==> src/rtl/i2s_mic_pkg.sv <==
// Shared types and arithmetic for the I2S microphone capture path.
package i2s_mic_pkg;

    localparam int DEF_SAMPLE_W = 18;
    localparam int DEF_SLOT_W   = 32;
    localparam logic signed [DEF_SAMPLE_W-1:0] DEFAULT_CAL = 18'sh1C40;

    typedef enum logic {
        SLOT_LEFT  = 1'b0,
        SLOT_RIGHT = 1'b1
    } slot_e;

    // Operands are sign-extended by the caller; result is clamped to a w-bit signed range.
    function automatic int sat_add(input int a, input int b, input int w);
        int sum;
        int hi;
        int lo;
        sum = a + b;
        hi  = (32'sd1 <<< (w - 1)) - 32'sd1;
        lo  = -hi - 32'sd1;
        if (sum > hi) begin
            return hi;
        end else if (sum < lo) begin
            return lo;
        end
        return sum;
    endfunction

endpackage

==> src/rtl/i2s_clkgen.sv <==
// BCLK/LRCLK generator with slot bit counter; strobes mark the clk cycle in which bclk toggles.
module i2s_clkgen #(
    parameter int SLOT_W  = 32,
    parameter int CLK_DIV = 2
) (
    input  logic                      clk,
    input  logic                      reset,
    output logic                      bclk_o,
    output logic                      lrclk_o,
    output logic                      rise_o,
    output logic                      fall_o,
    output logic [$clog2(SLOT_W)-1:0] bit_cnt_o
);

    localparam int DIV_W = $clog2(CLK_DIV + 1);
    localparam int CNT_W = $clog2(SLOT_W);
    localparam logic [DIV_W-1:0] DIV_LOAD = DIV_W'(CLK_DIV - 1);
    localparam logic [CNT_W-1:0] CNT_LAST = CNT_W'(SLOT_W - 1);

    logic [DIV_W-1:0] div_q, div_d;
    logic [CNT_W-1:0] cnt_q, cnt_d;
    logic             bclk_q, bclk_d;
    logic             lrclk_q, lrclk_d;
    logic             tick;

    always_comb begin
        tick    = (div_q == '0);
        div_d   = tick ? DIV_LOAD : div_q - 1'b1;
        bclk_d  = tick ? ~bclk_q : bclk_q;
        cnt_d   = cnt_q;
        lrclk_d = lrclk_q;
        if (tick && bclk_q) begin
            if (cnt_q == CNT_LAST) begin
                cnt_d   = '0;
                lrclk_d = ~lrclk_q;
            end else begin
                cnt_d = cnt_q + 1'b1;
            end
        end
    end

    always_ff @(posedge clk) begin
        if (!reset) begin
            div_q   <= DIV_LOAD;
            cnt_q   <= '0;
            bclk_q  <= 1'b1;
            lrclk_q <= 1'b1;
        end else begin
            div_q   <= div_d;
            cnt_q   <= cnt_d;
            bclk_q  <= bclk_d;
            lrclk_q <= lrclk_d;
        end
    end

    assign bclk_o    = bclk_q;
    assign lrclk_o   = lrclk_q;
    assign rise_o    = tick && !bclk_q;
    assign fall_o    = tick && bclk_q;
    assign bit_cnt_o = cnt_q;

endmodule

==> src/rtl/i2s_mic_capture.sv <==
// I2S mono mic front end: calibrated capture, sample history and windowed hand-off.
// Define DC_TRACK_EN to replace the fixed CAL_OFFSET with a running DC tracker.
module i2s_mic_capture
    import i2s_mic_pkg::*;
#(
    parameter int SAMPLE_W = DEF_SAMPLE_W,
    parameter int SLOT_W   = DEF_SLOT_W,
    parameter int CLK_DIV  = 2,
    parameter int DEPTH    = 16,
    parameter int HOP      = 16,
    parameter logic signed [SAMPLE_W-1:0] CAL_OFFSET = DEFAULT_CAL,
    parameter int DC_SHIFT = 10
) (
    input  logic                      clk,
    input  logic                      reset,
    input  logic                      dout,
    output logic                      bclk,
    output logic                      lrclk,
    input  logic                      ch_sel,
    output logic [SAMPLE_W-1:0]       sample,
    output logic                      sample_valid,
    output logic [DEPTH*SAMPLE_W-1:0] win_data,
    output logic                      win_valid,
    input  logic                      win_ready,
    output logic                      overrun
);

    localparam int CNT_W = $clog2(SLOT_W);
    localparam int HOP_W = $clog2(HOP + 1);

    if (SLOT_W <= SAMPLE_W || CLK_DIV < 1 || HOP < 1 || HOP > DEPTH || DEPTH < 2 || DC_SHIFT < 1)
    begin : g_param_check
        $error("i2s_mic_capture: illegal parameter combination");
    end

    logic             rise, fall, frame_start, capture, complete;
    logic [CNT_W-1:0] bit_cnt;

    i2s_clkgen #(
        .SLOT_W (SLOT_W),
        .CLK_DIV(CLK_DIV)
    ) u_clkgen (
        .clk      (clk),
        .reset    (reset),
        .bclk_o   (bclk),
        .lrclk_o  (lrclk),
        .rise_o   (rise),
        .fall_o   (fall),
        .bit_cnt_o(bit_cnt)
    );

    logic [SAMPLE_W-2:0]        shift_q, shift_d;
    slot_e                      ch_lat_q, ch_lat_d;
    logic [SAMPLE_W-1:0]        sample_q, sample_d;
    logic                       valid_q, valid_d;
    logic [DEPTH*SAMPLE_W-1:0]  hist_q, hist_d;
    logic [DEPTH*SAMPLE_W-1:0]  win_q, win_d;
    logic                       win_valid_q, win_valid_d;
    logic                       overrun_q, overrun_d;
    logic [HOP_W-1:0]           hop_q, hop_d;
    logic signed [SAMPLE_W-1:0] raw;
    logic [SAMPLE_W-1:0]        cal;

    // The final data bit is taken straight from dout so the sample completes on its own edge.
    always_comb begin
        raw         = {shift_q, dout};
        frame_start = fall && lrclk && (bit_cnt == CNT_W'(SLOT_W - 1));
        capture     = rise && (bit_cnt >= CNT_W'(1)) && (bit_cnt <= CNT_W'(SAMPLE_W));
        complete    = rise && (bit_cnt == CNT_W'(SAMPLE_W)) && (slot_e'(lrclk) == ch_lat_q);
    end

`ifdef DC_TRACK_EN
    localparam int DC_W = SAMPLE_W + DC_SHIFT;
    logic signed [DC_W-1:0] dc_q, dc_d;
    logic signed [DC_W:0]   dc_err;

    always_comb begin
        cal    = SAMPLE_W'(sat_add(int'(raw), -int'($signed(dc_q[DC_W-1 -: SAMPLE_W])), SAMPLE_W));
        dc_err = ((DC_W+1)'(raw) <<< DC_SHIFT) - (DC_W+1)'(dc_q);
        dc_d   = complete ? dc_q + DC_W'(dc_err >>> DC_SHIFT) : dc_q;
    end

    always_ff @(posedge clk) begin
        if (!reset) begin
            dc_q <= '0;
        end else begin
            dc_q <= dc_d;
        end
    end
`else
    always_comb begin
        cal = SAMPLE_W'(sat_add(int'(raw), int'(CAL_OFFSET), SAMPLE_W));
    end
`endif

    always_comb begin
        shift_d     = capture ? {shift_q[SAMPLE_W-3:0], dout} : shift_q;
        ch_lat_d    = frame_start ? slot_e'(ch_sel) : ch_lat_q;
        sample_d    = sample_q;
        valid_d     = 1'b0;
        hist_d      = hist_q;
        hop_d       = hop_q;
        win_d       = win_q;
        win_valid_d = win_valid_q && !win_ready;
        overrun_d   = overrun_q;
        if (complete) begin
            sample_d = cal;
            valid_d  = 1'b1;
            hist_d   = {hist_q[(DEPTH-1)*SAMPLE_W-1:0], cal};
            hop_d    = hop_q + 1'b1;
        end
        // Snapshot runs one cycle after the HOP-th push; never coincides with a push.
        if (hop_q == HOP_W'(HOP)) begin
            hop_d = '0;
            if (!win_valid_q || win_ready) begin
                win_d       = hist_q;
                win_valid_d = 1'b1;
            end else begin
                overrun_d = 1'b1;
            end
        end
    end

    always_ff @(posedge clk) begin
        if (!reset) begin
            shift_q     <= '0;
            ch_lat_q    <= SLOT_LEFT;
            sample_q    <= '0;
            valid_q     <= 1'b0;
            hist_q      <= '0;
            hop_q       <= '0;
            win_q       <= '0;
            win_valid_q <= 1'b0;
            overrun_q   <= 1'b0;
        end else begin
            shift_q     <= shift_d;
            ch_lat_q    <= ch_lat_d;
            sample_q    <= sample_d;
            valid_q     <= valid_d;
            hist_q      <= hist_d;
            hop_q       <= hop_d;
            win_q       <= win_d;
            win_valid_q <= win_valid_d;
            overrun_q   <= overrun_d;
        end
    end

    assign sample       = sample_q;
    assign sample_valid = valid_q;
    assign win_data     = win_q;
    assign win_valid    = win_valid_q;
    assign overrun      = overrun_q;

endmodule

==> config.mk <==
export PLATFORM = sky130hd
export DESIGN_NAME = i2s_mic_capture
export DESIGN_NICKNAME = d
export VERILOG_FILES = /design/src/rtl/i2s_mic_pkg.sv /design/src/rtl/i2s_clkgen.sv /design/src/rtl/i2s_mic_capture.sv
export SDC_FILE = /design/constraint.sdc
export NUM_CORES = 1
export LEC_CHECK = 0
export CORE_MARGIN = 2
export CORE_UTILIZATION = 25
export CTS_CLUSTER_DIAMETER = 150
export DETAILED_ROUTE_END_ITERATION = 7
export PLACE_DENSITY = 0.51
export SYNTH_ARGS = -nofsm -noshare
export SYNTH_HDL_FRONTEND = slang
export SYNTH_SLANG_ARGS = --single-unit
export TNS_END_PERCENT = 1
==> constraint.sdc <==
create_clock -name clk -period 3.04 [get_ports clk]
set_clock_uncertainty 0.2 [all_clocks]
set_input_delay 0.608 -clock clk [delete_from_list [all_inputs] [get_ports clk]]
set_output_delay 0.608 -clock clk [all_outputs]
set_load 0.03 [all_outputs]
Yosys cells after proc, flatten, opt, wreduce, memory -nomap -nowiden
Cells that the tools add are included.
Operators by class
  multiplexer cells: 9
  shifts and indexed selects: 0
  magnitude comparators: 4
  add/sub/neg operators: 4
  divide/modulo/power cells: 0
  bitwise logic cells: 4
  reduce and logical (&&, ||, !) cells: 19
  equality and inequality tests: 4
  multiply operators: 0
Operators by type and width (number)
  18-bit two-way mux: 3
  18-bit by 14-bit adder with 19-bit output, second input constant: 1
  19-bit by 18-bit > comparator with 1-bit output, second input constant: 1
  19-bit by 18-bit < comparator with 1-bit output, second input constant: 1
  5-bit == test, second input constant: 3
  5-bit by 1-bit adder with 5-bit output, second input constant: 2
  1-bit logical AND: 9
  2-bit AND reduction: 3
  5-bit by 1-bit greater-or-equal comparator with 1-bit output, second input constant: 1
  5-bit <= comparator, second input constant: 1
  1-bit two-way mux: 5
  5-bit two-way mux: 1
  1-bit NOT: 4
  2-bit OR reduction: 2
  1-bit zero test: 3
  2-bit zero test: 1
  2-bit by 1-bit subtractor with 2-bit output, second input constant: 1
  1-bit == test: 1
  1-bit logical OR: 1
Word-level totals
  register bits: 629
  memory bits (writable): 0
  bits of input ports: 5
  memories kept: 0
  output and inout port bits: 311
  ROM bits: 0
  bits in latches: 0
  logic and storage cells: 57

Longest topological paths before layout
  depth in word-level cells: 5
  gate-level depth with buffers: 9
  gate-level depth less buffers: 7

Cells and area by module
A second synthesis with hierarchy kept.
Unflattened totals
  cells, all modules: 2704
  area total of the unflattened synthesis: 21625.7 µm²
By module, submodules not included
  i2s_mic_capture: times used 1, seq. area each 12051.6 µm², cells an instance 2661, area each 21227.9 µm²
  i2s_clkgen: times used 1, seq. area each 180.2 µm², cells an instance 43, area each 397.9 µm²

Worst setup path before layout
No wires, ideal clock.
  kind: register to register
  start: register shift_q[5]
  end: register sample_q[14] (netlist: sample[14])
  period minus slack after synthesis: 2.130 ns
  arrival: 1.781 ns
  path buffers: 1
  path slack: 0.910 ns
  setup time: 0.150 ns
  data required time: 2.690 ns
  cell stages (with the launch flop): 8
  cell sequence: dfxtp_1 > ha_1 > a311o_1 > o21ai_0 > nand4_1 > clkbuf_1 > a21oi_1 > a21oi_1
Between the ends
  cells in the longest elaborated chain, start to end: 5
  elaborated cells between the ends (all ways): 7
  those cells by class: 1 x add/sub; 2 x order compare; 4 x mux
Ends and longest elaborated chain
  start: declaration: line i2s_mic_capture.sv:52  | logic [SAMPLE_W-2:0] shift_q, shift_d;
  start signal: assignment: line i2s_mic_capture.sv:136  | shift_q <= shift_d;
  18-bit by 14-bit adder with 19-bit output *: line i2s_mic_pkg.sv:18  | sum = a + b;
  19-bit by 18-bit < comparator with 1-bit output: line i2s_mic_pkg.sv:23  | end else if (sum < lo) begin
  1-bit two-way mux: line i2s_mic_pkg.sv:23
  1-bit two-way mux: line i2s_mic_pkg.sv:21  | if (sum > hi) begin
  18-bit two-way mux *: line i2s_mic_pkg.sv:26  | return sum;
  end signal: assignment: line i2s_mic_capture.sv:138  | sample_q <= sample_d;
  end: declaration: line i2s_mic_capture.sv:54  | logic [SAMPLE_W-1:0] sample_q, sample_d;
Every way passes the cells marked *; elsewhere a longest branch is shown, timed or not.
A chain may end at the register's enable or synchronous reset.

Worst setup path after layout
  start: register sample_q[9] (netlist: sample[9])
  end: output port sample[9]
RTL lines
  end: declaration: line i2s_mic_capture.sv:20  | output logic [SAMPLE_W-1:0] sample,
No word-level cell between the ends.

==> results.md <==
- Initial Util: 25.2%
- DRT antenna net count: 0
- CTS tree: built
- Fillers: 9616
- Number of flops mapped to enable cells by yosys: 0
- Setup Buffers After CTS: 0
- CTS Root Cell: clkbuf_16
- Hold Fails Final Rpt: 0
- Vias/cell: 4.33
- Vias in the first global route: 17597
- Clock transition at path regs: 60 ps
- Share of layout cells above drive strength 1: under 10%
- Post-route minimum period: ~2700 ps
- Dpl cell area: 27200 um^2
- Nets@finish: 2934
- WP depth: 1
- First-pass GRT wire length: roughly 110000 um
- Gr usage total: 14.6%
- Die width: 308 um
- Slowest cell delay on critical path: 750 ps
- PD cells: 590 nW/um^2
- I/O Buffers: 315
- Status: complete, no violations
- Worst path arrival time: 1860 ps
- Seq cells post-synth: 611
- Max-Cap Viols: 0
- Leakage Power: a little under 10 nW
- Clock Latency Late Sink: roughly 630 ps
- Critical path class: flop to output pin
- H-tree levels: 3
- Max_slew headroom: 46.2%
- Largest net degree at the start of global routing: 124
- Antenna violations before repair: 0
- Delay-heaviest family, CP: buffers and inverters
- Clock Sink Count: 611
- Die height: 308 um
- Total wire length after detailed routing: 70400 um
- Syn_area_per_cell: 8.57 um^2
- Final instance area: 29800 um^2
- N_diodes: 0
- Setup crit end kind: output pin
- Final Cycle Share: 87.8%
- R2R depth: 7
- Post-Synthesis Cell Area: 23100 um^2
- DP Wirelength: 47600 um
- DR pass1 iterations: 5
- Synth Net Count: 2706
- Core area: 91500 um^2
- Register Area: 12200 um^2
- DIE AREA: 94800 um^2
- Unrepaired setup endpoints after global routing: no
- Worst hold slack: 207 ps
- Async SR Flop Fraction: 0%
- WL/cell: 16.9 um
- DRT iter0 DRCs: roughly 1100
- IO Count: roughly 320
- Worst-path fanout max: 4
- Hold path depth: 1
- Total number of vias: 18028
- Post-synthesis cell count: 2692
- HP Class: flop to flop
- Cts repair resizes: 0
- Area of the multi-input gates: slightly below 10000 um^2
- Longest Clk Path Bufs: 3
- Critical Path, Cell by Cell: clkdlybuf4s50_1
- CTS buffer count: 74
- Syn. warnings: 0
- Hold-fix buffers at CTS: 0
- WP buf/inv: 1
- Worst IR Drop VDD: 338 uV
- Yosys cell types: 40
- Fin. max-slew vios: 0
- # setup viols final: 0
- Crit path required time: about 2200 ps
- Max Clk Rate: 375 MHz
- Synthesis-to-finish area growth: 29.1%
- Worst slew pin tran: 796 ps
- Main synth FF type: dfxtp_1
- Routability-driven placement congestion ratio: roughly 0.77
- Startpoint Class: flop
- Setup TNS: 0 ps
- Post-route DRC: 0
- Register area share after synthesis: ~53%
- Core Rows: 111
- Crit-path slowest cell: clkdlybuf4s50_1
- Overflow after GRT: 0
## worst paths after layout
| path | slack [ps] | from | to |
|---|---|---|---|
| worst max-delay path | 370 | sample[9] | sample[9] |
| worst min register to register | 210 | u_clkgen.div_q[0] | u_clkgen.div_q[0] |
| worst max register to register | 500 | u_clkgen.div_q[0] | hist_q[139] |
| worst min-delay path | 210 | u_clkgen.div_q[0] | u_clkgen.div_q[0] |
## through the flow
| stage | instances | setup slack, ps | power, mW | util, % |
|---|---|---|---|---|
| finish | 4162 | 370 | 17.6 | 32.6 |
| global route | 4162 | 276 | 18.2 | 32.6 |
| CTS | 4162 | 286 | 17.8 | 32.6 |
| detailed placement | 4030 | 292 | 8.49 | 29.7 |
| global placement | 4030 | 336 | 8.49 | 29.7 |
| floorplan | 2692 | 910 | 8.41 | - |
## cell families (layout without fill, tap and decap cells)
kind of cell | Yosys count | count (layout) | synth area share, %
muxes | 19 | 19 | 0.824
DFF | 611 | 611 | 53.0
adders and majority gates | 9 | 9 | 0.488
buffers and inverters | 223 | 507 | 5.38
xor gates and xnor gates | 13 | 13 | 0.493
AOI/OAI and AO/OA | 615 | 615 | 19.5
and+or+nand+nor | 1202 | 1202 | 20.3
## where the power goes
part / internal (mW) / switching (mW)
Sequential: 8.02 / 0.00885
Combinational: 0.141 / 0.140
Clock: 5.62 / 3.64
Total: 13.8 / 3.79
## state kept, by name, summed over array words and instances, names as in the netlist
register            count
win_data              288
u_clkgen.bclk_o         1
u_clkgen.bit_cnt_o      5
win_valid               1
u_clkgen.div_q          2
u_clkgen.lrclk_o        1
hist_q                271
sample_valid            1
ch_lat_q                1
shift_q                17
hop_q                   5
overrun                 1
sample                 17
## cell usage after synthesis, types with 2 or more instances
cell | number | share of area [%]
nand2_1 | 1136 | 18
dfxtp_1 | 611 | 53
a21boi_0 | 300 | 9.8
a21boi_1 | 261 | 8.5
clkbuf_1 | 86 | 1.4
buf_2 | 78 | 1.7
buf_6 | 31 | 1.5
nor2b_1 | 24 | 0.65
o21ai_0 | 23 | 0.50
a21oi_1 | 21 | 0.46
buf_4 | 20 | 0.65
mux2i_1 | 19 | 0.82
ha_1 | 9 | 0.49
nor2_1 | 9 | 0.15
inv_1 | 8 | 0.13
xnor2_1 | 7 | 0.27
xor2_1 | 6 | 0.23
nand4_1 | 5 | 0.14
nor3_1 | 5 | 0.11
a31oi_1 | 4 | 0.11
and3_1 | 4 | 0.11
nand2b_1 | 4 | 0.11
and2_1 | 2 | 0.054
nand3_1 | 2 | 0.043
or4_1 | 2 | 0.065
## worst reg2reg max path, cell delays in order (launching register included)
cell	delay [ps]
dfxtp_1	300
inv_1	50
ha_1	230
nand2b_1	190
or4_4	780
buf_12	340
nand2_1	260
a21boi_1	60
## layout by cell type (no fill, tap or decap), types with 9 or more instances in the layout
| cell type | netlist | layout |
|---|---|---|
| nand2_1 | 1136 | 1136 |
| dfxtp_1 | 611 | 611 |
| clkdlybuf4s50_1 | 0 | 314 |
| a21boi_0 | 300 | 300 |
| a21boi_1 | 261 | 261 |
| clkbuf_16 | 0 | 74 |
| buf_4 | 20 | 28 |
| nor2b_1 | 24 | 24 |
| buf_12 | 0 | 24 |
| o21ai_0 | 23 | 23 |
| a21oi_1 | 21 | 21 |
| mux2i_1 | 19 | 19 |
| clkbuf_1 | 86 | 19 |
| clkbuf_8 | 0 | 16 |
| ha_1 | 9 | 9 |
## metal layers
metal  GRT usage [%]  share of wire [%]
met5               0                  0
met4            4.08                2.0
met3            3.80                6.4
met2            23.7                 46
met1            19.1                 45
## layout make-up
| class | instances | area share [%] |
|---|---|---|
| sequential | 611 | 41.0 |
| tap | 1186 | 4.98 |
| clock inverter | 23 | 1.49 |
| inverter | 8 | 0.101 |
| clock buffer | 109 | 7.19 |
| multi-input combinational | 1858 | 32.3 |
| timing repair buffer | 367 | 12.9 |
(Power assumes the default switching activity.)
